==> src/rtl/writeback_arbiter.sv <==
// Writeback arbiter: merges the single-cycle pipeline writeback with results from
// a multi-cycle unit (MDU). MDU results are buffered in a small FIFO. The pipeline
// always has priority. A per-register scoreboard tracks outstanding MDU writes, and
// a starvation counter asks the pipeline to pause so the FIFO can drain.
module writeback_arbiter #(
  parameter int unsigned DEPTH        = 4,
  parameter int unsigned STARVE_LIMIT = 8
) (
  input  logic                     clk,
  input  logic                     reset,
  input  logic                     wb_we,
  input  logic [4:0]               wb_rd,
  input  logic [31:0]              wb_data,
  input  logic                     mdu_valid,
  output logic                     mdu_ready,
  input  logic [4:0]               mdu_rd,
  input  logic [31:0]              mdu_data,
  input  logic                     issue_valid,
  input  logic [4:0]               issue_rd,
  input  logic [4:0]               rs_addr,
  input  logic [4:0]               rt_addr,
  output logic                     rs_pending,
  output logic                     rt_pending,
  output logic                     wb_stall,
  output logic                     RegWrite,
  output logic [4:0]               Write_register,
  output logic [31:0]              Write_data,
  output logic [$clog2(DEPTH):0]   fifo_count
);

  localparam int unsigned AW = $clog2(DEPTH);
  localparam int unsigned CW = AW + 1;
  localparam int unsigned SW = $clog2(STARVE_LIMIT + 1);

  localparam logic [AW-1:0] PTR_ONE    = AW'(1);
  localparam logic [CW-1:0] CNT_ONE    = CW'(1);
  localparam logic [CW-1:0] CNT_FULL   = CW'(DEPTH);
  localparam logic [SW-1:0] STARVE_ONE = SW'(1);
  localparam logic [SW-1:0] STARVE_MAX = SW'(STARVE_LIMIT);

  // FIFO storage and control state
  logic [4:0]    mem_rd   [DEPTH];
  logic [31:0]   mem_data [DEPTH];
  logic [AW-1:0] wr_ptr_q, wr_ptr_d;
  logic [AW-1:0] rd_ptr_q, rd_ptr_d;
  logic [CW-1:0] count_q, count_d;

  // Scoreboard: bit 0 is never set since r0 is never written
  logic [31:0]   pending_q, pending_d;

  logic [SW-1:0] starve_q, starve_d;

  // Registered register-file write port
  logic          reg_write_q, reg_write_d;
  logic [4:0]    write_reg_q, write_reg_d;
  logic [31:0]   write_data_q, write_data_d;

  logic          push_en;
  logic          pop_en;
  logic          pipe_sel;
  logic [4:0]    head_rd;
  logic [31:0]   head_data;

  // Handshake, arbitration decision and scoreboard queries
  always_comb begin
    mdu_ready  = (count_q < CNT_FULL);
    // r0 results are accepted but dropped, so they never occupy an entry
    push_en    = mdu_valid && mdu_ready && (mdu_rd != 5'd0);
    pipe_sel   = wb_we && (wb_rd != 5'd0);
    pop_en     = !pipe_sel && (count_q != '0);
    head_rd    = mem_rd[rd_ptr_q];
    head_data  = mem_data[rd_ptr_q];
    rs_pending = (rs_addr != 5'd0) && pending_q[rs_addr];
    rt_pending = (rt_addr != 5'd0) && pending_q[rt_addr];
    wb_stall   = (starve_q == STARVE_MAX);
    fifo_count = count_q;
  end

  // Next-state for pointers, occupancy, scoreboard, starvation and write port
  always_comb begin
    wr_ptr_d     = wr_ptr_q;
    rd_ptr_d     = rd_ptr_q;
    count_d      = count_q;
    pending_d    = pending_q;
    starve_d     = starve_q;
    reg_write_d  = 1'b0;
    write_reg_d  = 5'd0;
    write_data_d = 32'd0;

    if (push_en) begin
      wr_ptr_d = wr_ptr_q + PTR_ONE;
    end
    if (pop_en) begin
      rd_ptr_d = rd_ptr_q + PTR_ONE;
    end

    unique case ({push_en, pop_en})
      2'b10:   count_d = count_q + CNT_ONE;
      2'b01:   count_d = count_q - CNT_ONE;
      default: count_d = count_q;
    endcase

    // Clear first so a same-cycle issue to the same register wins
    if (pop_en) begin
      pending_d[head_rd] = 1'b0;
    end
    if (issue_valid && (issue_rd != 5'd0)) begin
      pending_d[issue_rd] = 1'b1;
    end
    pending_d[0] = 1'b0;

    if ((count_q == '0) || pop_en) begin
      starve_d = '0;
    end else if (starve_q != STARVE_MAX) begin
      starve_d = starve_q + STARVE_ONE;
    end

    if (pipe_sel) begin
      reg_write_d  = 1'b1;
      write_reg_d  = wb_rd;
      write_data_d = wb_data;
    end else if (pop_en) begin
      reg_write_d  = 1'b1;
      write_reg_d  = head_rd;
      write_data_d = head_data;
    end
  end

  // Control state register with asynchronous reset
  always_ff @(posedge clk or posedge reset) begin
    if (reset) begin
      wr_ptr_q     <= '0;
      rd_ptr_q     <= '0;
      count_q      <= '0;
      pending_q    <= '0;
      starve_q     <= '0;
      reg_write_q  <= 1'b0;
      write_reg_q  <= 5'd0;
      write_data_q <= 32'd0;
    end else begin
      wr_ptr_q     <= wr_ptr_d;
      rd_ptr_q     <= rd_ptr_d;
      count_q      <= count_d;
      pending_q    <= pending_d;
      starve_q     <= starve_d;
      reg_write_q  <= reg_write_d;
      write_reg_q  <= write_reg_d;
      write_data_q <= write_data_d;
    end
  end

  // FIFO payload storage; contents are only meaningful while counted, so no reset
  always_ff @(posedge clk) begin
    if (push_en) begin
      mem_rd[wr_ptr_q]   <= mdu_rd;
      mem_data[wr_ptr_q] <= mdu_data;
    end
  end

  // Drive the register-file write port from its registers
  always_comb begin
    RegWrite       = reg_write_q;
    Write_register = write_reg_q;
    Write_data     = write_data_q;
  end

endmodule

==> config.mk <==
export PLATFORM = sky130hd
export DESIGN_NAME = writeback_arbiter
export DESIGN_NICKNAME = d
export VERILOG_FILES = /design/src/rtl/writeback_arbiter.sv
export SDC_FILE = /design/constraint.sdc
export NUM_CORES = 1
export LEC_CHECK = 0
export BUFFER_PORTS_ARGS = -buffer_cell sky130_fd_sc_hd__buf_4
export CAP_MARGIN = 20
export CORE_MARGIN = 2
export CORE_UTILIZATION = 57
export CTS_CLUSTER_DIAMETER = 50
export DETAILED_ROUTE_END_ITERATION = 7
export PLACE_DENSITY = 0.87
export SYNTH_ARGS = -nofsm -noshare
export SYNTH_HDL_FRONTEND = slang
export SYNTH_SLANG_ARGS = --single-unit
==> constraint.sdc <==
create_clock -name clk -period 2.45 [get_ports clk]
set_clock_uncertainty 0.1 [all_clocks]
set_input_delay 0.1225 -clock clk [delete_from_list [all_inputs] [get_ports clk]]
set_output_delay 0.1225 -clock clk [all_outputs]
set_load 0.005 [all_outputs]
==> flow_summary.yaml, run 1 <==
routing:
  met3_wirelength_um: 1890
  drt-total-wl_um: 26500
  post_drt_via_cell_ratio: 6.22
  drt-pass1-iter-count: 7
  avgRoutedWirePerCell_um: 25.4
  detailroute.wirelength.met2_um: 14000
  drt-met1-wl_um: 9480
  vias: 6482
  drt_iter0_drc: 710
  route.detailed.drc: 0
  topRoutingLayerUsed: "met4"
  antenna_left: 0
power_and_ir_drop:
  p_seq_share_pct: 42.3
  leakage_uw: 0.00479
  net-switching-power_uw: 4040
  internal_power_uw: 8970
  power_frac_comb_pct: 30.8
  power.share.switching_pct: 31.1
  irDropWorstVdd_uv: 778
  power.share.clock_pct: 26.9
  power.density_nw_per_um2: 1050
clocking:
  tritoncts: "done"
  clockRootBuffer: "sky130_fd_sc_hd__clkbuf_16"
  clkLatencyLatePin_ps: 510
  cts.reportedPaths.clkPinSlew_ps: 60
  cts_max_level: 1
  cts.sinks: 228
  cts_max_path_buffers: 3
  number_of_cts_inserted_buffers: 23
sta:
  final.period_utilization_pct: 97.4
  finalSetupTns_ps: 0
  slew_headroom_pct: 30.5
  slew_violations: 0
  setup_viol_count_final: 0
  rsz0062_at_grt: "false"
  final-hold-violation-count: 0
  tightestPinTransition_ps: 1040
  final_period_minus_worst_setup_slack_ps: 2390
  maxClockFrequency_ghz: 0.419
critical_path:
  worstPathCellList: "mux4_2 -> mux2_2 -> a311o_1 -> buf_4"
  worstPathArrival_ps: 2160
  timing.critical_path.to_type: "output port"
  setup.worst_path.start_class: "flip-flop"
  critPathRequiredTime_ps: 2230
  critPathMaxFanout: 3
  cp_slowest_cell: "sky130_fd_sc_hd__mux4_2"
  worst_r2r_path_depth: 3
  worstSetupStartpoint: "pending_q[29]$_DFF_PP0_"
  critical_path_class: "flip-flop to output port"
  source_of_the_worst_register_to_register_timing_path: "rd_ptr_q[0]$_DFFE_PP0P_"
  timing.critical_path.slowest_cell_delay_ps: 470
synth:
  synth.largest_area_cell: "sky130_fd_sc_hd__edfxtp_1"
  edff_count_synth: 148
  ys_seq_area_share_pct: 67.4
  yosys.area_share.adder_pct: 1.13
  synth_flop_cell: "sky130_fd_sc_hd__edfxtp_1"
  synth.yosys.warnings: 0
  syn_avg_cell_area_um2: 16.5
  synth_top_area_share_pct: 46.5
  largest_family_of_logic_cells_by_synthesized_area: "multiplexers"
  netlist_area_um2: 9560
  synth_cell_types: 52
  synth_compound_gate_area_share_pct: 8.31
  synthXorXnorAreaFrac_pct: 0.824
  synth.area.mux_share_pct: 12.9
  synth_async_sr_flop_share_pct: 35.1
  synth_simple_gate_area_share_pct: 6.63
  postSynthRegisterBits: 228
  synthCells: 580
  netlist_top_cells_area: "sky130_fd_sc_hd__edfxtp_1, sky130_fd_sc_hd__dfrtp_1, sky130_fd_sc_hd__mux4_2"
  synth_fp_nets: 682
floorplan:
  io_pins: 139
  die_h_um: 134
  chipWidth_um: 134
  design.core.area_um2: 16500
  die_area_um2: 17800
  total_number_of_placement_rows: 47
  initial_core_util_pct: 58.1
placed_design:
  detailedPlacementHpwl_um: 14700
  port_buffers: 138
  dp.cells: 907
  gp_congestion: 0.846
worst_hold_path:
  min_path_type: "input port to async pin"
grt:
  grt_pass1_vias: 6999
  grt_max_degree: 38
  grt_first_pass_wirelength_um: 40500
  grt_use_total_pct: 30.4
  grt.overflow.total: 0
  antenna_found_initial: 3
cells_and_area:
  final_cell_count_no_fill: 1042
  fill_cells: 872
  area_growth_syn_to_layout_pct: 30.1
  layout-drive-gt1-share_pct: 32.1
  final_net_count: 905
job:
  max_cap_viol_count: 0
outcome:
  outcome: "complete, no violations"
registers in the layout, indices dropped and copies added, names as in the netlist:
| signal | cells |
|---|---|
| Write_register | 5 |
| starve_q | 4 |
| pending_q | 31 |
| mem_data | 128 |
| fifo_count | 3 |
| wr_ptr_q | 2 |
| RegWrite | 1 |
| rd_ptr_q | 2 |
| Write_data | 32 |
| mem_rd | 20 |
power groups by stage:
stage | registers (uW) | logic [uW] | clock network [uW]
final | 5500 | 4000 | 3510
after global routing | 5560 | 4260 | 3690
after floorplan | 5320 | 2540 | 0
after CTS | 5460 | 3820 | 3500
after detailed placement | 5520 | 3580 | 0
after global placement | 5430 | 3450 | 0
worst max-delay path: cells and delay by family (launching register included):
kind                   cells  cell delay, ps
flip-flops                 1             420
multiplexers               2             750
buffers and inverters      1             140
AO/OA/AOI/OAI              1             350
per-stage QoR:
step	total power [uW]	hold slack [ps]	area, um2	utilization, %	setup WS [ps]
final	13000	122	12400	75.6	64.6
after global routing	13500	159	12400	75.6	14.6
after CTS	12800	135	12400	75.2	5.46
after detailed placement	9100	113	10800	65.3	39.6
after global placement	8880	96.1	10800	65.3	161
after floorplan	7860	121	9560	-	176
logic make-up (layout without fill, tap and decap cells):
| kind of cell | after synthesis | after routing |
|---|---|---|
| AO/OA/AOI/OAI | 106 | 106 |
| XOR/XNOR | 9 | 9 |
| adder cells (fa/ha/maj) | 8 | 8 |
| buffers and inverters | 55 | 294 |
| flip-flops | 228 | 228 |
| multiplexers | 59 | 59 |
| other | 0 | 3 |
| AND/OR/NAND/NOR | 115 | 115 |
final cells by class:
| cell class | instances | area, um2 | share of cell area (%) |
|---|---|---|---|
| sequential | 228 | 6450 | 51.8 |
| multi-input combinational | 297 | 2890 | 23.2 |
| timing repair buffer | 239 | 2030 | 16.3 |
| clock buffer | 32 | 639 | 5.14 |
| tap | 220 | 275 | 2.21 |
| clock inverter | 9 | 97.6 | 0.784 |
| inverter | 14 | 53.8 | 0.432 |
| antenna | 3 | 7.51 | 0.0603 |
Yosys cell counts (4+ instances only):
| master | n |
|---|---|
| sky130_fd_sc_hd__mux2i_1 | 4 |
| sky130_fd_sc_hd__inv_1 | 14 |
| sky130_fd_sc_hd__and3_1 | 5 |
| sky130_fd_sc_hd__o21ai_0 | 4 |
| sky130_fd_sc_hd__nor3b_1 | 6 |
| sky130_fd_sc_hd__and2_1 | 4 |
| sky130_fd_sc_hd__dfrtp_1 | 80 |
| sky130_fd_sc_hd__a41oi_1 | 5 |
| sky130_fd_sc_hd__mux4_2 | 50 |
| sky130_fd_sc_hd__nor3_1 | 9 |
| sky130_fd_sc_hd__a22o_1 | 37 |
| sky130_fd_sc_hd__clkbuf_1 | 21 |
| sky130_fd_sc_hd__nand2_1 | 18 |
| sky130_fd_sc_hd__and3b_1 | 4 |
| sky130_fd_sc_hd__nor2_1 | 41 |
| sky130_fd_sc_hd__buf_6 | 5 |
| sky130_fd_sc_hd__buf_1 | 4 |
| sky130_fd_sc_hd__edfxtp_1 | 148 |
| sky130_fd_sc_hd__nand3b_1 | 4 |
| sky130_fd_sc_hd__a31oi_1 | 12 |
| sky130_fd_sc_hd__ha_1 | 7 |
| sky130_fd_sc_hd__a21oi_1 | 30 |
| sky130_fd_sc_hd__mux2_2 | 4 |
| sky130_fd_sc_hd__a41oi_2 | 4 |
| sky130_fd_sc_hd__xnor2_1 | 6 |
| sky130_fd_sc_hd__or3_1 | 4 |
| sky130_fd_sc_hd__buf_2 | 9 |
what timing repair did:
item,in CTS,in global routing
hold buffers,89,0
setup endpoints to repair,0,2
hold endpoints to repair,238,0
setup buffers,0,3
resized for setup,0,7
routing by layer:
| metal | vias to the layer above | track usage (%) |
|---|---|---|
| li1 | 2730 | - |
| met1 | 3303 | 37.4 |
| met2 | 372 | 52.6 |
| met3 | 77 | 6.01 |
| met4 | 0 | 13.5 |
| met5 | - | 0 |
path summary, 6_finish.rpt:
kind / to / slack, ps
min in group clk: wr_ptr_q[0]$_DFFE_PP0P_ / 190
max reg2reg: Write_register[2]$_DFF_PP0_ / 130
min reg2reg: fifo_count[0]$_DFFE_PP0P_ / 420
min: Write_data[4]$_DFF_PP0_ / 120
max: rs_pending / 60
max in group asynchronous: Write_data[31]$_DFF_PP0_ / 1420
placed cells by master, fill, tap and decap left out, types with 5 or more instances in the layout:
master,synthesis,final
sky130_fd_sc_hd__a21oi_1,30,30
sky130_fd_sc_hd__a22o_1,37,37
sky130_fd_sc_hd__a31oi_1,12,12
sky130_fd_sc_hd__a41oi_1,5,5
sky130_fd_sc_hd__buf_4,2,149
sky130_fd_sc_hd__clkbuf_1,21,6
sky130_fd_sc_hd__clkbuf_16,0,23
sky130_fd_sc_hd__dfrtp_1,80,78
sky130_fd_sc_hd__dlygate4sd3_1,0,89
sky130_fd_sc_hd__edfxtp_1,148,148
sky130_fd_sc_hd__ha_1,7,6
sky130_fd_sc_hd__inv_1,14,12
sky130_fd_sc_hd__mux4_2,50,50
sky130_fd_sc_hd__nand2_1,18,18
sky130_fd_sc_hd__nor2_1,41,40
sky130_fd_sc_hd__nor3_1,9,9
sky130_fd_sc_hd__nor3b_1,6,6
sky130_fd_sc_hd__xnor2_1,6,5
Power figures use the tool's default switching activity.
==> run 2, diff against run 1 <==
==> constraint.sdc (replaced) <==
create_clock -name clk -period 2.4 [get_ports clk]
set_clock_uncertainty 0.1 [all_clocks]
set_input_delay 0.12 -clock clk [delete_from_list [all_inputs] [get_ports clk]]
set_output_delay 0.12 -clock clk [all_outputs]
set_load 0.005 [all_outputs]
==> run 2 against run 1 <==
Net effect: the run now ends with negative hold slack, negative setup slack left; die area unchanged; register-to-register slack got worse by 150 ps; total power grew 7.7%; largest cell class unchanged; highest routed layer unchanged.
==> flow_summary.yaml, run 2 (synthesized netlist as in run 1, its figures left out) <==
outcome:
  outcome: "finished, violations left"
  violations: "negative hold slack, negative setup slack"
floorplan:
  total_number_of_placement_rows: 47
  design.core.area_um2: 16500
  die_area_um2: 17800
  die_h_um: 134
  initial_core_util_pct: 58.1
  chipWidth_um: 134
  io_pins: 139
clocking:
  number_of_cts_inserted_buffers: 24
  cts.sinks: 228
  cts_max_level: 1
  tritoncts: "done"
  clockRootBuffer: "sky130_fd_sc_hd__clkbuf_16"
  cts_max_path_buffers: 3
  cts.reportedPaths.clkPinSlew_ps: 70
  clkLatencyLatePin_ps: 520
sta:
  slew_headroom_pct: 31.2
  fin_worst_hold_slack_ps: -0.830
  rsz0062_at_grt: "true"
  final-hold-violation-count: 1
  final.period_utilization_pct: 101
  tightestPinTransition_ps: 1030
  maxClockFrequency_ghz: 0.413
  slew_violations: 0
  final_period_minus_worst_setup_slack_ps: 2420
  setup_slack_ps: -19.1
  setup_viol_count_final: 2
routing:
  drt_iter0_drc: 858
  drt-pass1-iter-count: 5
  post_drt_via_cell_ratio: 6.43
  vias: 6769
  antenna_left: 0
  route.detailed.drc: 0
  drt-total-wl_um: 29200
  avgRoutedWirePerCell_um: 27.7
cells_and_area:
  multi_input_area_um2: 2910
  registers.top_by_ff_count: "mem_data"
  area_growth_syn_to_layout_pct: 32.1
  layout-drive-gt1-share_pct: 33.1
  fill_cells: 881
  flip_flop_count_of_the_largest_register_after_layout: 128
  final_net_count: 913
  layout_commonest_cell: "sky130_fd_sc_hd__buf_4"
  layout_common_cells: "sky130_fd_sc_hd__buf_4, sky130_fd_sc_hd__edfxtp_1, sky130_fd_sc_hd__dlygate4sd3_1"
  sequential_cell_area_um2: 6450
placed_design:
  pre_cts_ws_ps: 74.6
  port_buffers: 138
  detailedPlacementHpwl_um: 14700
  gp_congestion: 0.849
critical_path:
  timing.critical_path.to_type: "flip-flop"
  worstReg2RegEnd: "Write_register[4]$_DFF_PP0_"
  setup.worst_path.start_class: "flip-flop"
  critical_path_class: "flip-flop to flip-flop"
  worst_r2r_path_depth: 5
  worstPathArrival_ps: 2690
  source_of_the_worst_register_to_register_timing_path: "fifo_count[0]$_DFFE_PP0P_"
  critPathRequiredTime_ps: 2670
  ff2ff_setup_slack_ps: -20
  critPathMaxFanout: 25
grt:
  antenna_found_initial: 4
  grt_use_total_pct: 30.9
  grt_pass1_vias: 6918
  grt_first_pass_wirelength_um: 41500
  grt_max_degree: 38
  grt.overflow.total: 0
job:
  max_cap_viol_count: 0
worst_hold_path:
  min_path_type: "input port to flip-flop"
  worstHoldEndpoint: "pending_q[29]$_DFF_PP0_"
  worstHoldStart: "issue_rd[2]"
  min_delay_path_depth: 5
power_and_ir_drop:
  irDropWorstVdd_uv: 802
  power.density_nw_per_um2: 1110
  leakage_uw: 0.00489
## run 2: changes by cell type in the layout (fill, tap and decap cells not counted), sizes merged
cell | before | now
clkbuf | 32 | 31
bufinv | 2 | 4
buf | 150 | 157
clkinvlp | 2 | 1
inv | 13 | 16
diode | 3 | 4
## run 2: how the worst max path moves through the flow
| stage | startpoint | endpoint | slack (ps) | depth (start not counted) |
|---|---|---|---|---|
| floorplan | reset | RegWrite$_DFF_PP0_ | 130 | 1 |
| global placement | mdu_rd[1] | fifo_count[2]$_DFFE_PP0P_ | 120 | 10 |
| detailed placement | mdu_rd[1] | fifo_count[2]$_DFFE_PP0P_ | 70 | 10 |
| CTS | mdu_rd[0] | fifo_count[2]$_DFFE_PP0P_ | 20 | 11 |
| global route | fifo_count[0]$_DFFE_PP0P_ | Write_register[4]$_DFF_PP0_ | -70 | 5 |
| finish | fifo_count[0]$_DFFE_PP0P_ | Write_register[4]$_DFF_PP0_ | -20 | 5 |
## run 2: metal layers
| layer | vias up | global-route usage, % | share of wire [%] |
|---|---|---|---|
| met5 | - | 0 | 0 |
| met4 | 0 | 9.16 | 3.8 |
| met3 | 92 | 5.18 | 8.8 |
| met2 | 538 | 53.9 | 53 |
| met1 | 3389 | 40.6 | 35 |
| li1 | 2750 | - | - |
## run 2: power by group
group          leakage [uW]  switching [uW]  internal [uW]
Combinational       0.00216            2170           2110
Sequential          0.00232             596           5080
Clock              0.000412            1640           2410
## run 2: area by class of cell
cell class	instances	share of cell area (%)
Inverter	14	0.446
Timing Repair Buffer	246	16.5
Sequential cell	228	51.0
Clock inverter	13	1.42
Antenna cell	4	0.0792
Clock buffer	31	5.29
Tap cell	220	2.18
Multi-Input combinational cell	297	23.0
## run 2: what timing repair did
item / in CTS / in global routing
buffers inserted: 0 / 9
hold buffers: 89 / 0
gates resized for setup: 0 / 12
setup endpoints to repair: 0 / 104
hold endpoints to repair: 230 / 0
## run 2: per-stage QoR
stage	util [%]	power, uW	area, um2	instances	setup TNS (ps)
after floorplan	-	8020	9560	580	0
after global placement	65.3	9060	10800	907	0
after detailed placement	65.3	9280	10800	907	0
after CTS	75.9	13400	12500	1040	0
after global routing	76.7	14400	12600	1053	-465
final	76.7	14000	12600	1053	-26.8
## run 2: worst max-delay path, stage by stage (launching register included)
cell and delay (ps):
sky130_fd_sc_hd__dfrtp_1 450, sky130_fd_sc_hd__or3_1 460, sky130_fd_sc_hd__and3_2 270, sky130_fd_sc_hd__buf_6 200
sky130_fd_sc_hd__a22o_1 210, sky130_fd_sc_hd__dlygate4sd3_1 590
